<file path="src/rtl/rr_select_mux_if.sv">
// Handshake bundle between N producers, the selector and one shared consumer.
// The selector connects through the slave modport; the surrounding logic uses master.
interface rr_select_mux_if #(
    parameter int WIDTH  = 16,
    parameter int NUM_CH = 8,
    parameter int SEL_W  = 3
);
    logic                      mode;
    logic [SEL_W-1:0]          sel;
    logic [NUM_CH-1:0]         in_valid;
    logic [NUM_CH-1:0]         in_ready;
    logic [NUM_CH*WIDTH-1:0]   in_data;
    logic                      out_valid;
    logic                      out_ready;
    logic [WIDTH-1:0]          out_data;
    logic [SEL_W-1:0]          out_ch;

    modport master (
        output mode, sel, in_valid, in_data, out_ready,
        input  in_ready, out_valid, out_data, out_ch
    );

    modport slave (
        input  mode, sel, in_valid, in_data, out_ready,
        output in_ready, out_valid, out_data, out_ch
    );
endinterface

</file>
<file path="src/rtl/rr_select_mux.sv">
// N-channel registered selector: fixed (sel) or round-robin grant, one output
// register slot with valid/ready on both sides and no bubble on pop+push.
module rr_select_mux #(
    parameter int WIDTH  = 16,
    parameter int NUM_CH = 8,
    parameter int SEL_W  = 3
) (
    input  logic          clk,
    input  logic          rst,
    rr_select_mux_if.slave bus
);

    logic [SEL_W-1:0]  ptr_r;
    logic              out_valid_r;
    logic [WIDTH-1:0]  out_data_r;
    logic [SEL_W-1:0]  out_ch_r;

    logic              accept_s;
    logic              fix_hit_s;
    logic              rr_hit_s;
    logic [SEL_W-1:0]  rr_ch_s;
    logic              grant_s;
    logic [SEL_W-1:0]  grant_ch_s;
    logic [WIDTH-1:0]  grant_data_s;
    logic [NUM_CH-1:0] in_ready_s;
    logic              xfer_s;

    // Channel reached k steps after p in the circular search order.
    function automatic logic [SEL_W-1:0] rr_index(input logic [SEL_W-1:0] p, input int k);
        return SEL_W'((int'(p) + k) % NUM_CH);
    endfunction

    // Fixed-mode grant: an out-of-range sel matches no channel and so never grants.
    always_comb begin
        fix_hit_s = 1'b0;
        for (int i = 0; i < NUM_CH; i++) begin
            fix_hit_s = fix_hit_s | ((bus.sel == SEL_W'(i)) && bus.in_valid[i]);
        end
    end

    // Round-robin grant: scan from farthest to nearest so the nearest valid channel after ptr wins.
    always_comb begin
        rr_hit_s = 1'b0;
        rr_ch_s  = {SEL_W{1'b0}};
        for (int k = NUM_CH; k >= 1; k--) begin
            rr_hit_s = rr_hit_s | bus.in_valid[rr_index(ptr_r, k)];
            rr_ch_s  = bus.in_valid[rr_index(ptr_r, k)] ? rr_index(ptr_r, k) : rr_ch_s;
        end
    end

    // Grant selection, ready fan-out and data mux.
    always_comb begin
        accept_s = !out_valid_r || bus.out_ready;
        if (rst) begin
            grant_s    = 1'b0;
            grant_ch_s = {SEL_W{1'b0}};
        end else if (bus.mode) begin
            grant_s    = rr_hit_s;
            grant_ch_s = rr_ch_s;
        end else begin
            grant_s    = fix_hit_s;
            grant_ch_s = bus.sel;
        end
        xfer_s       = grant_s && accept_s;
        in_ready_s   = {NUM_CH{1'b0}};
        grant_data_s = {WIDTH{1'b0}};
        for (int i = 0; i < NUM_CH; i++) begin
            in_ready_s[i] = xfer_s && (grant_ch_s == SEL_W'(i));
            grant_data_s  = grant_data_s
                          | ({WIDTH{grant_ch_s == SEL_W'(i)}} & bus.in_data[i*WIDTH +: WIDTH]);
        end
    end

    // Output slot and arbitration pointer; a push overwrites a word being popped in the same cycle.
    always_ff @(posedge clk or posedge rst) begin
        if (rst) begin
            out_valid_r <= 1'b0;
            out_data_r  <= {WIDTH{1'b0}};
            out_ch_r    <= {SEL_W{1'b0}};
            ptr_r       <= SEL_W'(NUM_CH - 1);
        end else if (xfer_s) begin
            out_valid_r <= 1'b1;
            out_data_r  <= grant_data_s;
            out_ch_r    <= grant_ch_s;
            ptr_r       <= grant_ch_s;
        end else if (out_valid_r && bus.out_ready) begin
            out_valid_r <= 1'b0;
        end else begin
            out_valid_r <= out_valid_r;
        end
    end

    assign bus.in_ready  = in_ready_s;
    assign bus.out_valid = out_valid_r;
    assign bus.out_data  = out_data_r;
    assign bus.out_ch    = out_ch_r;

endmodule
</file>
<file path="src/flat_wrapper.sv">
// flat-port wrapper written by rule: the top's interface ports become plain ports
module rr_select_mux_flat 
#(
    parameter int WIDTH  = 16,
    parameter int NUM_CH = 8,
    parameter int SEL_W  = 3
)
  (clk, rst, bus_mode, bus_sel, bus_in_valid, bus_in_data, bus_out_ready, bus_in_ready, bus_out_valid, bus_out_data, bus_out_ch);
  rr_select_mux_if #(.WIDTH(WIDTH), .NUM_CH(NUM_CH), .SEL_W(SEL_W)) bus_i ();
  input  logic clk;
  input  logic rst;
  input wire logic [$bits(bus_i.mode)-1:0] bus_mode;
  input wire logic [$bits(bus_i.sel)-1:0] bus_sel;
  input wire logic [$bits(bus_i.in_valid)-1:0] bus_in_valid;
  input wire logic [$bits(bus_i.in_data)-1:0] bus_in_data;
  input wire logic [$bits(bus_i.out_ready)-1:0] bus_out_ready;
  output wire logic [$bits(bus_i.in_ready)-1:0] bus_in_ready;
  output wire logic [$bits(bus_i.out_valid)-1:0] bus_out_valid;
  output wire logic [$bits(bus_i.out_data)-1:0] bus_out_data;
  output wire logic [$bits(bus_i.out_ch)-1:0] bus_out_ch;
  assign bus_i.mode = bus_mode;
  assign bus_i.sel = bus_sel;
  assign bus_i.in_valid = bus_in_valid;
  assign bus_i.in_data = bus_in_data;
  assign bus_i.out_ready = bus_out_ready;
  assign bus_in_ready = bus_i.in_ready;
  assign bus_out_valid = bus_i.out_valid;
  assign bus_out_data = bus_i.out_data;
  assign bus_out_ch = bus_i.out_ch;
  rr_select_mux #(.WIDTH(WIDTH), .NUM_CH(NUM_CH), .SEL_W(SEL_W)) u_core (.clk(clk), .rst(rst), .bus(bus_i));
endmodule
</file>
<file path="config.mk">
export PLATFORM = sky130hd
export DESIGN_NAME = rr_select_mux_flat
export DESIGN_NICKNAME = d
export VERILOG_FILES = /design/src/rtl/rr_select_mux_if.sv /design/src/rtl/rr_select_mux.sv /design/src/flat_wrapper.sv
export SDC_FILE = /design/constraint.sdc
export NUM_CORES = 1
export LEC_CHECK = 0
export ABC_AREA = 1
export BUFFER_PORTS_ARGS = -buffer_cell sky130_fd_sc_hd__buf_4
export CAP_MARGIN = 5
export CORE_MARGIN = 1
export CORE_UTILIZATION = 42
export CTS_BUF_LIST = sky130_fd_sc_hd__clkbuf_16
export DETAILED_ROUTE_END_ITERATION = 12
export GPL_ROUTABILITY_DRIVEN = 0
export HOLD_SLACK_MARGIN = 0.03
export PLACE_DENSITY = 0.85
export SLEW_MARGIN = 20
export SYNTH_ARGS = -nofsm -noshare
export SYNTH_HDL_FRONTEND = slang
export SYNTH_SLANG_ARGS = --single-unit
</file>
<file path="constraint.sdc">
create_clock -name clk -period 2.6 [get_ports clk]
set_input_delay 0.26 -clock clk [delete_from_list [all_inputs] [get_ports clk]]
set_output_delay 0.26 -clock clk [all_outputs]
set_load 0.02 [all_outputs]
</file>
==> reports/results.txt <==
maximum VDD drop = 0.0005688 V
Post-synth ARST share = 100.0%
synth unique cells = 30
Post-Syn Instances = 558
Hold Crit Class = in2async
antenna viol nets, final = 0
Root Driver = clkbuf_16
Seq/Total Area, Yosys = 18.48%
number of synthesized register bits = 23
layout cell share with drive strength beyond 1 = 49.42%
Slew Viols, Final = 0
leakage power = 0.003149 uW
Post-CTS Hold Buffers = 0
die width = 88.41 um
ant diodes = 0
status = complete, but fails checks
Area Overhead vs Synth = 88.07%
TritonCTS clock tree = built
dominant cell type by area after synthesis = nand2_1
Yosys warning count = 0
DIE AREA = 7815 um^2
Synth area leaders = nand2_1, dfrtp_1, nand3_1
number of synthesized flops with an enable pin = 0
Final setup viols = 30
Remaining DRCs = 0
Fin Clk Skew = 0.006396 ns
max-cap violations = 0
Slew headroom = 63.10%
CP required = 2.75 ns
Crit Path Category = reg2reg
first-pass GRT wire length = 21160 um
total gr overflow = 0
syn nets = 703
DR WL/cell = 20.90 um
core region area = 7253 um^2
Setup crit start kind = register
largest net degree at the start of global routing = 27
top-count cell post-synth = nand2_1
Post-Synthesis Cell Area = 3136 um^2
violated checks = negative setup slack
htree depth = 1
R2R Setup Slk = -0.73 ns
DRT iter0 DRCs = 803
vias in the first global route = 4536
Max Fanout on Critical Path = 9
io pins = 171
Crit path arrival time = 3.49 ns
Longest Clk Path Bufs = 2
top cells by count, synth = nand2_1, nand3_1, nand4_1
Layout Nets = 923
average cell area after synthesis = 5.619 um^2
Clock transition at path regs = 0.07 ns
Worst-Skew Late Latency = 0.26 ns
Fmax = 299.9 MHz
initial antenna violation count = 0
CTS buffer count = 3
std cell rows = 31
Pwr Density = 1172 nW/um^2
DP Wirelength = 10390 um
RSZ-0062 raised after global routing = yes
1st-pass router iterations = 7
die height = 88.41 um
Hold Vio Cnt, Final = 0
CP Capture Type = register
Via density = 6.361
DP Cell Count = 841
CTS sink count = 23
final worst slack = -0.7340 ns
Port Buffer Count = 170
crit path time final = 3.334 ns
Starting Density = 43.23%
Synth top area share = 17.84%
Post-synth top flop = dfrtp_1
total wire length = 18310 um
actual slew at the worst max-slew pin = 0.5478 ns
fin cells = 876
worst slack, placed = -0.2680 ns
via count = 5572
Total GRT Usage = 34.94%
fin crit share = 128.2%
==> cell usage in the layout, fill, tap and decap left out, types with 4 or more instances in the layout <==
| master | n |
|---|---|
| nand3_2 | 16 |
| nand3_1 | 67 |
| buf_6 | 14 |
| buf_8 | 4 |
| clkbuf_16 | 4 |
| inv_2 | 9 |
| nand2_1 | 118 |
| inv_1 | 57 |
| a21oi_1 | 12 |
| nor2_4 | 8 |
| buf_4 | 220 |
| nand2_4 | 11 |
| or2_2 | 15 |
| buf_12 | 11 |
| dfrtp_1 | 20 |
| nand3_4 | 17 |
| nand4_1 | 62 |
| nor2_1 | 42 |
| nor2_2 | 8 |
| o21ai_0 | 7 |
| nand2_2 | 25 |
==> final timing paths <==
path | to | depth (start not counted) | start
setup / recovery | u_core.bus.out_data[13] | 24 | u_core.ptr_r[0]
hold / removal | u_core.bus.out_ch[2] | 3 | rst
setup reg to reg | u_core.bus.out_data[13] | 24 | u_core.ptr_r[0]
hold reg to reg | u_core.bus.out_ch[0] | 2 | u_core.bus.out_ch[0]
max in group asynchronous | u_core.bus.out_data[14] | 3 | rst
min in group clk | u_core.bus.out_valid | 2 | bus_out_ready
==> through the flow <==
step / util (%) / setup TNS (ns) / power [uW] / hold WS, ns / area [um^2]
after floorplan: - / -1.884 / 3323 / 0.2801 / 3353
after global placement: 68.48 / -1.273 / 4541 / 0.3256 / 4967
after detailed placement: 68.48 / -3.295 / 4675 / 0.3328 / 4967
after CTS: 74.19 / -5.858 / 5478 / 0.06721 / 5381
after global routing: 81.30 / -17.82 / 7200 / 0.1280 / 5897
final: 81.30 / -15.07 / 6910 / 0.09609 / 5897
==> worst max-delay path, cell delays in order, from the launching register on <==
cell	delay (ns)
dfstp_2	0.55
inv_2	0.06
ha_4	0.40
nand3_4	0.13
nand3_4	0.12
nand2_4	0.08
a21oi_2	0.15
nand2_1	0.07
nand2_1	0.08
nand2_1	0.06
nand2_1	0.07
nand2_1	0.07
nand2_2	0.10
nand2_4	0.07
nand2_8	0.12
buf_12	0.12
nor2_8	0.05
buf_4	0.15
clkbuf_16	0.16
nand3_1	0.11
nand2_1	0.08
nor2_1	0.14
nand3_1	0.11
nand2_1	0.11
inv_1	0.05
==> power breakdown <==
group          switching (uW)  internal [uW]  total, uW
clock network             135            206        341
registers                 125            536        661
logic                    3600           2310       5910
total                    3860           3050       6910
==> area by class of cell <==
type / count / area [um^2]
Multi-Input combinational cell: 432 / 2735
Timing Repair Buffer: 250 / 2115
Tap cell: 99 / 123.9
Inverter: 68 / 265.3
Fill cell: 426 / 1356
Clock buffer: 3 / 75.07
Sequential cell: 23 / 579.3
Clock inverter: 1 / 3.754
==> logic make-up (layout without fill, tap and decap cells) <==
group / after synthesis / count (layout) / share of synthesized area [%]
flip-flops: 23 / 23 / 18.48
AND/OR/NAND/NOR: 399 / 399 / 60.14
XOR/XNOR: 1 / 1 / 0.2794
AO/OA/AOI/OAI: 26 / 26 / 4.629
buffers and inverters: 103 / 322 / 14.33
adder cells (fa/ha/maj): 2 / 2 / 0.7980
multiplexers: 4 / 4 / 1.357
==> timing repair <==
item | 4_1_cts | 5_1_grt
gates cloned | 0 | 1
setup endpoints to repair | 24 | 30
gates resized for setup | 42 | 86
hold endpoints to repair | 0 | 0
buffers inserted | 16 | 14
pin swaps | 16 | 30
==> layer usage <==
layer | GRT usage [%] | wire length [um] | vias up
li1 | - | - | 2289
met1 | 43.80 | 5849 | 2435
met2 | 57.83 | 8100 | 633
met3 | 5.784 | 2683 | 215
met4 | 18.04 | 1673 | 0
met5 | 0 | 0 | -
==> state kept, by name, summed over array words and instances (netlist names) <==
register,count
u_core.bus.out_ch,3
u_core.bus.out_data,16
u_core.bus.out_valid,1
u_core.ptr_r,3
(Power assumes the default switching activity.)
